### src/rtl/mem_data_arbiter.sv
// Two-port req/ack arbiter and sequencer for a single-port 64x8 data memory.
// Build option MEMARB_FIXED_PRIO_EN: port A always wins contention instead of round-robin.
module mem_data_arbiter #(
   parameter int AW = 6,
   parameter int DW = 8
) (
   input  logic          clk,
   input  logic          rst,
   input  logic          req_a,
   input  logic          we_a,
   input  logic [AW-1:0] addr_a,
   input  logic [DW-1:0] wdata_a,
   output logic          ack_a,
   output logic [DW-1:0] rdata_a,
   input  logic          req_b,
   input  logic          we_b,
   input  logic [AW-1:0] addr_b,
   input  logic [DW-1:0] wdata_b,
   output logic          ack_b,
   output logic [DW-1:0] rdata_b,
   output logic          busy,
   output logic          mem_wr,
   output logic          mem_rd,
   output logic [AW-1:0] mem_addr,
   output logic [DW-1:0] mem_wrdata,
   input  logic [DW-1:0] mem_rddata
);

   // state  | meaning
   // IDLE   | waiting for a request, arbitration happens here
   // ACCESS | memory enables driven for the latched transaction
   // DONE   | ack pulse to the winner
   typedef enum logic [1:0] {IDLE, ACCESS, DONE} state_t;

   state_t        state;
   logic          win;          // 0 = A, 1 = B
   logic          last_grant;   // 0 = A, 1 = B
   logic          lat_we;
   logic [AW-1:0] lat_addr;
   logic [DW-1:0] lat_wdata;
   logic          ack_a_q;
   logic          ack_b_q;
   logic          grant_any;
   logic          grant_b;

   always_comb begin
      grant_any = req_a | req_b;
`ifdef MEMARB_FIXED_PRIO_EN
      grant_b   = req_b & ~req_a;
`else
      grant_b   = req_b & (~req_a | ~last_grant);
`endif
   end

   always_ff @(posedge clk) begin
      if (rst) begin
         state      <= IDLE;
         win        <= 1'b0;
         last_grant <= 1'b1;
         lat_we     <= 1'b0;
         lat_addr   <= '0;
         lat_wdata  <= '0;
         ack_a_q    <= 1'b0;
         ack_b_q    <= 1'b0;
         rdata_a    <= '0;
         rdata_b    <= '0;
      end else begin
         ack_a_q <= 1'b0;
         ack_b_q <= 1'b0;
         case (state)
            IDLE: begin
               if (grant_any) begin
                  win        <= grant_b;
                  last_grant <= grant_b;
                  lat_we     <= grant_b ? we_b    : we_a;
                  lat_addr   <= grant_b ? addr_b  : addr_a;
                  lat_wdata  <= grant_b ? wdata_b : wdata_a;
                  state      <= ACCESS;
               end
            end
            ACCESS: begin
               if (!lat_we) begin
                  if (win) rdata_b <= mem_rddata;
                  else     rdata_a <= mem_rddata;
               end
               ack_a_q <= ~win;
               ack_b_q <= win;
               state   <= DONE;
            end
            DONE:    state <= IDLE;
            default: state <= IDLE;
         endcase
      end
   end

   // Gated by rst so a reset in ACCESS/DONE blocks the write and the ack in that same cycle.
   assign ack_a      = ack_a_q & ~rst;
   assign ack_b      = ack_b_q & ~rst;
   assign mem_wr     = (state == ACCESS) &  lat_we & ~rst;
   assign mem_rd     = (state == ACCESS) & ~lat_we & ~rst;
   assign mem_addr   = lat_addr;
   assign mem_wrdata = lat_wdata;
   assign busy       = (state != IDLE);

endmodule

### config.mk
export PLATFORM = sky130hd
export DESIGN_NAME = mem_data_arbiter
export DESIGN_NICKNAME = d
export VERILOG_FILES = /design/src/rtl/mem_data_arbiter.sv
export SDC_FILE = /design/constraint.sdc
export NUM_CORES = 1
export LEC_CHECK = 0
export CAP_MARGIN = 5
export CORE_ASPECT_RATIO = 0.75
export CORE_MARGIN = 2
export CORE_UTILIZATION = 40
export CTS_CLUSTER_DIAMETER = 100
export CTS_CLUSTER_SIZE = 24
export DETAILED_ROUTE_END_ITERATION = 6
export PLACE_DENSITY = 0.87
export SLEW_MARGIN = 10
export SYNTH_ARGS = -nofsm -noshare
export SYNTH_HDL_FRONTEND = slang
export SYNTH_SLANG_ARGS = --single-unit
### constraint.sdc
create_clock -name clk -period 1.5 [get_ports clk]
set_input_delay 0.3 -clock clk [delete_from_list [all_inputs] [get_ports clk]]
set_output_delay 0.3 -clock clk [all_outputs]
set_load 0.005 [all_outputs]
### Word-level counts from Yosys, hierarchy flattened

Index checks and enable logic that the tools add are counted.

* equality and inequality tests: 2
* mux-type cells: 5
* bitwise logic cells: 15
* reduce and logical (&&, ||, !) cells: 6

Operator list (number)
* two-way mux 8 bit: 1
* AND 1 bit: 7
* two-way mux 6 bit: 1
* NOT 1 bit: 6
* AND reduction 3 bit: 2
* one-hot mux 2 bit (2 select lines): 1
* equality test 2 x 1 -> 1 bit (second input constant): 1
* logical NOT 2 bit: 1
* two-way mux 2 bit: 1
* != test 2 bit (second input constant): 1
* OR 1 bit: 2
* AND reduction 2 bit: 1
* nonzero test 2 bit: 1
* OR reduction 2 bit: 1
* two-way mux 1 bit: 1

* bits in registers: 37
* bits of input ports: 42
* output and inout port bits: 35
* word-level logic and storage cells: 38

### Depth between registers and ports, before layout

* depth after elaboration: 4
* mapped depth: 5
* depth with buffers taken out: 4

### Worst setup path before layout

Ideal clock, no wire load.

* path kind: register to register
* from: register lat_we
* to: register rdata_a[1]
* arrival: 1.113 ns
* required time: 1.372 ns
* setup slack: 0.259 ns
* stages on the path, launching flop included: 5
* path buffers: 1
* clock period less this slack: 1.241 ns
* path through: dfxtp_1 or4b_1 buf_2 nand2_1 a21oi_1

* cells in the longest elaborated chain, start to end: 2

RTL lines
* from (decl): RTL line 38 `logic lat_we;`
* from (signal assigned): RTL line 75 `lat_we <= grant_b ? we_b : we_a;`
* NOT 1 bit
* AND reduction 3 bit (no line)
* to (signal assigned): RTL line 84 `else rdata_a <= mem_rddata;`
* to (decl): RTL line 14 `output logic [DW-1:0] rdata_a,`

No other way between the ends.
A chain may end at the register's enable or synchronous reset.

### Final worst setup path

* from: register lat_addr[4] (netlist: mem_addr[4])
* to: output mem_addr[4]

RTL lines
* from (decl): RTL line 39 `logic [AW-1:0] lat_addr;`
* from (signal assigned): RTL line 76 `lat_addr <= grant_b ? addr_b : addr_a;`
* to (decl): RTL line 24 `output logic [AW-1:0] mem_addr,`

No word-level cell between the ends.

==> metrics.cfg <==
[status]
outcome = finished clean

[yosys]
post_synth_mux_area_share_pct = 5.08
postSynthCellCount = 174
synth_compound_gate_area_share_pct = 19.1
synth-warning-count = 0
synth_edf_count = 0
synth.distinct_cells = 28
syn-num-nets = 216
netlist_area_um2 = 1580
synth_top_flop_cell = sky130_fd_sc_hd__dfxtp_1
synthAdderAreaFrac_pct = 0
synth_seq_cells = 37
synth_top_family_by_area = simple AND/OR/NAND/NOR gates
post_synth_xor_area_fraction_pct = 0
synth.yosys.seq_area_share_pct = 47.0
post_synthesis_area_per_instance_um2 = 9.05
synth-async-reset-ratio_pct = 0
synth-simple-area-share_pct = 22.0

[clock_network]
clock_path_buffers = 2
clkSlewWorstSetupHoldPaths_ns = 0.08
numClockSinks = 37
numCtsBuffers = 5
cts_tree = built
h-tree-depth = 2
cts.root.buffer_cell = sky130_fd_sc_hd__clkbuf_8
clk_latency_ns = 0.29

[setup_path]
critical_path.n_buffers_inverters = 1
worstPathCellList = clkdlybuf4s50_1
slowest_cell_delay_on_critical_path_ns = 0.51
path_max_fanout = 2
cp_data_arrival_time_ns = 1.15
critPathSlowestCell = sky130_fd_sc_hd__clkdlybuf4s50_1
endpoint_kind = primary output
crit_path_start_kind = flop
crit_type = flop to primary output
worst-endpoint-required_ns = 1.20
timing.critical_path.max_delay_family = buffers and inverters

[floorplan]
die_x_um = 76.5
placement_rows = 19
initial_utilization_pct = 42.5
top_level_ports = 77
die_height_um = 58.3
die_area_um2 = 4460
floorplan_core_area_um2 = 3710

[grt]
first_pass_grt_wire_length_mm = 6.76
antenna_found_initial = 0
number_of_global_route_vias_before_repair = 1481
pin_count_of_the_biggest_net_entering_global_routing = 21
global_route.overflow_total = 0
grt_util_all_layers_pct = 19.3

[sta]
rsz0062_at_grt = false
finalSetupTns_ns = 0
worstMarginPinSlew_ns = 0.480
timing.max_slew.rel_slack_pct = 67.8
highest_attainable_clock_frequency_mhz = 689
finalHoldViolCount = 0
fin_skew_ns = 0.00764
final-setup-viol-count = 0
fin_crit_ns = 1.45
timing.hold.ws_ns = 0.456
min_period_over_period_pct = 96.7
drv_slew = 0

[layout]
layout_commonest_cell = sky130_fd_sc_hd__clkdlybuf4s50_1
design.final.nets = 302
antenna_diode_instance_count = 0
n_fill_cell = 316
layout_cell_share_with_drive_strength_beyond_1_pct = 14.6
finish.cell_count_without_fillers = 313
area_growth_pct = 62.8
final_cell_mix = sky130_fd_sc_hd__clkdlybuf4s50_1 (70), sky130_fd_sc_hd__nand2_1 (48), sky130_fd_sc_hd__dfxtp_1 (35)

[job]
drv.max_cap_violation_count = 0

[placement]
place.port_buffers = 76
gp_congestion = 0.771
dp.cells = 304
dp_hpwl_mm = 3.11

[power_and_ir_drop]
lkg_pwr_nw = 0.973
worst_ir_drop_vdd_v = 0.000705
power.clock.fraction_pct = 34.7
seq_power_share_pct = 43.1
switching_share_pct = 24.5
power.share.combinational_pct = 22.2
pwr_density_cell_nw_per_um2 = 999
internal_power_w = 0.00193
switchingPower_w = 0.000627

[detailed_routing]
remaining_drc_errors = 0
avgRoutedWirePerCell_um = 13.2
drt_total_wl_mm = 4.14
drt_pre_antenna_iters = 4
final_antenna_net_count = 0
via_per_inst = 4.94
via_count = 1546
drtIter0Drc = 99

[worst_hold_path]
hold_class = flop to flop

==> cell usage after synthesis, types with 2 or more instances <==
| cell | number | share of area [%] |
|---|---|---|
| sky130_fd_sc_hd__nor3_1 | 3 | 0.95 |
| sky130_fd_sc_hd__nor2b_1 | 3 | 1.2 |
| sky130_fd_sc_hd__buf_6 | 3 | 2.1 |
| sky130_fd_sc_hd__a21oi_1 | 24 | 7.6 |
| sky130_fd_sc_hd__mux2i_1 | 8 | 5.1 |
| sky130_fd_sc_hd__nor2_4 | 2 | 1.4 |
| sky130_fd_sc_hd__nor2_1 | 10 | 2.4 |
| sky130_fd_sc_hd__a311oi_1 | 14 | 7.8 |
| sky130_fd_sc_hd__nand2_1 | 48 | 11 |
| sky130_fd_sc_hd__buf_4 | 5 | 2.4 |
| sky130_fd_sc_hd__dfxtp_1 | 37 | 47 |
==> cell type report <==
cell class | count | area (um2) | area share (%)
flip-flops and latches | 37 | 743 | 29.0
clock inverters | 2 | 37.5 | 1.46
well taps | 52 | 65.1 | 2.54
repair buffers | 91 | 885 | 34.5
clock buffers | 6 | 82.6 | 3.22
multi-input cells | 124 | 748 | 29.2
inverters | 1 | 3.75 | 0.146
==> flip-flops by register name, indices dropped and copies added, names as in the netlist <==
register,count
ack_a_q,1
rdata_a,8
mem_wrdata,8
rdata_b,8
mem_addr,6
ack_b_q,1
lat_we,1
state,2
win,1
last_grant,1
==> kinds of logic after synthesis <==
group,Yosys count
and+or+nand+nor,73
buffers and inverters,13
muxes,8
DFF,37
AOI/OAI and AO/OA,43
==> through the flow <==
stage	area [um2]	setup WS, ns	power, W	utilization, %
detailed placement	2430	-0.401	0.00169	65.5
floorplan	1580	0.259	0.00137	-
global route	2560	0.00468	0.00267	69.2
CTS	2570	-0.00488	0.00258	69.2
finish	2560	0.0493	0.00256	69.2
global placement	2430	-0.362	0.00167	65.5
==> routing by layer <==
metal	global-route usage (%)	wire, um
met1	22.8	1740
met2	34.3	2070
met3	4.60	259
met4	8.31	68
met5	0	0
==> final timing paths <==
path	from	to	slack, ns	depth (start not counted)
hold / removal	rdata_a[3]	rdata_a[3]	0.46	2
setup / recovery	mem_addr[4]	mem_addr[4]	0.05	1
hold reg to reg	rdata_a[3]	rdata_a[3]	0.46	2
setup reg to reg	state[1]	rdata_a[2]	0.08	4
==> power by group through the flow <==
| stage | clock network (W) | registers (W) | logic, W |
|---|---|---|---|
| 3_5_place_dp | 0 | 0.00112 | 0.000566 |
| 6_report | 0.000890 | 0.00110 | 0.000568 |
| 2_1_floorplan | 0 | 0.00113 | 0.000236 |
| 4_1_cts | 0.000908 | 0.00110 | 0.000570 |
| 3_3_place_gp | 0 | 0.00112 | 0.000554 |
| 5_1_grt | 0.000945 | 0.00111 | 0.000616 |
==> timing repair <==
action / 4_1_cts / 5_1_grt
pin swaps: 1 / 1
gates resized for setup: 14 / 5
endpoints found under the hold margin: 0 / 0
hold buffers: 0 / 0
buffers inserted: 1 / 0
gates cloned: 0 / 0
setup endpoints to repair: 5 / 3
(Power assumes the default switching activity.)
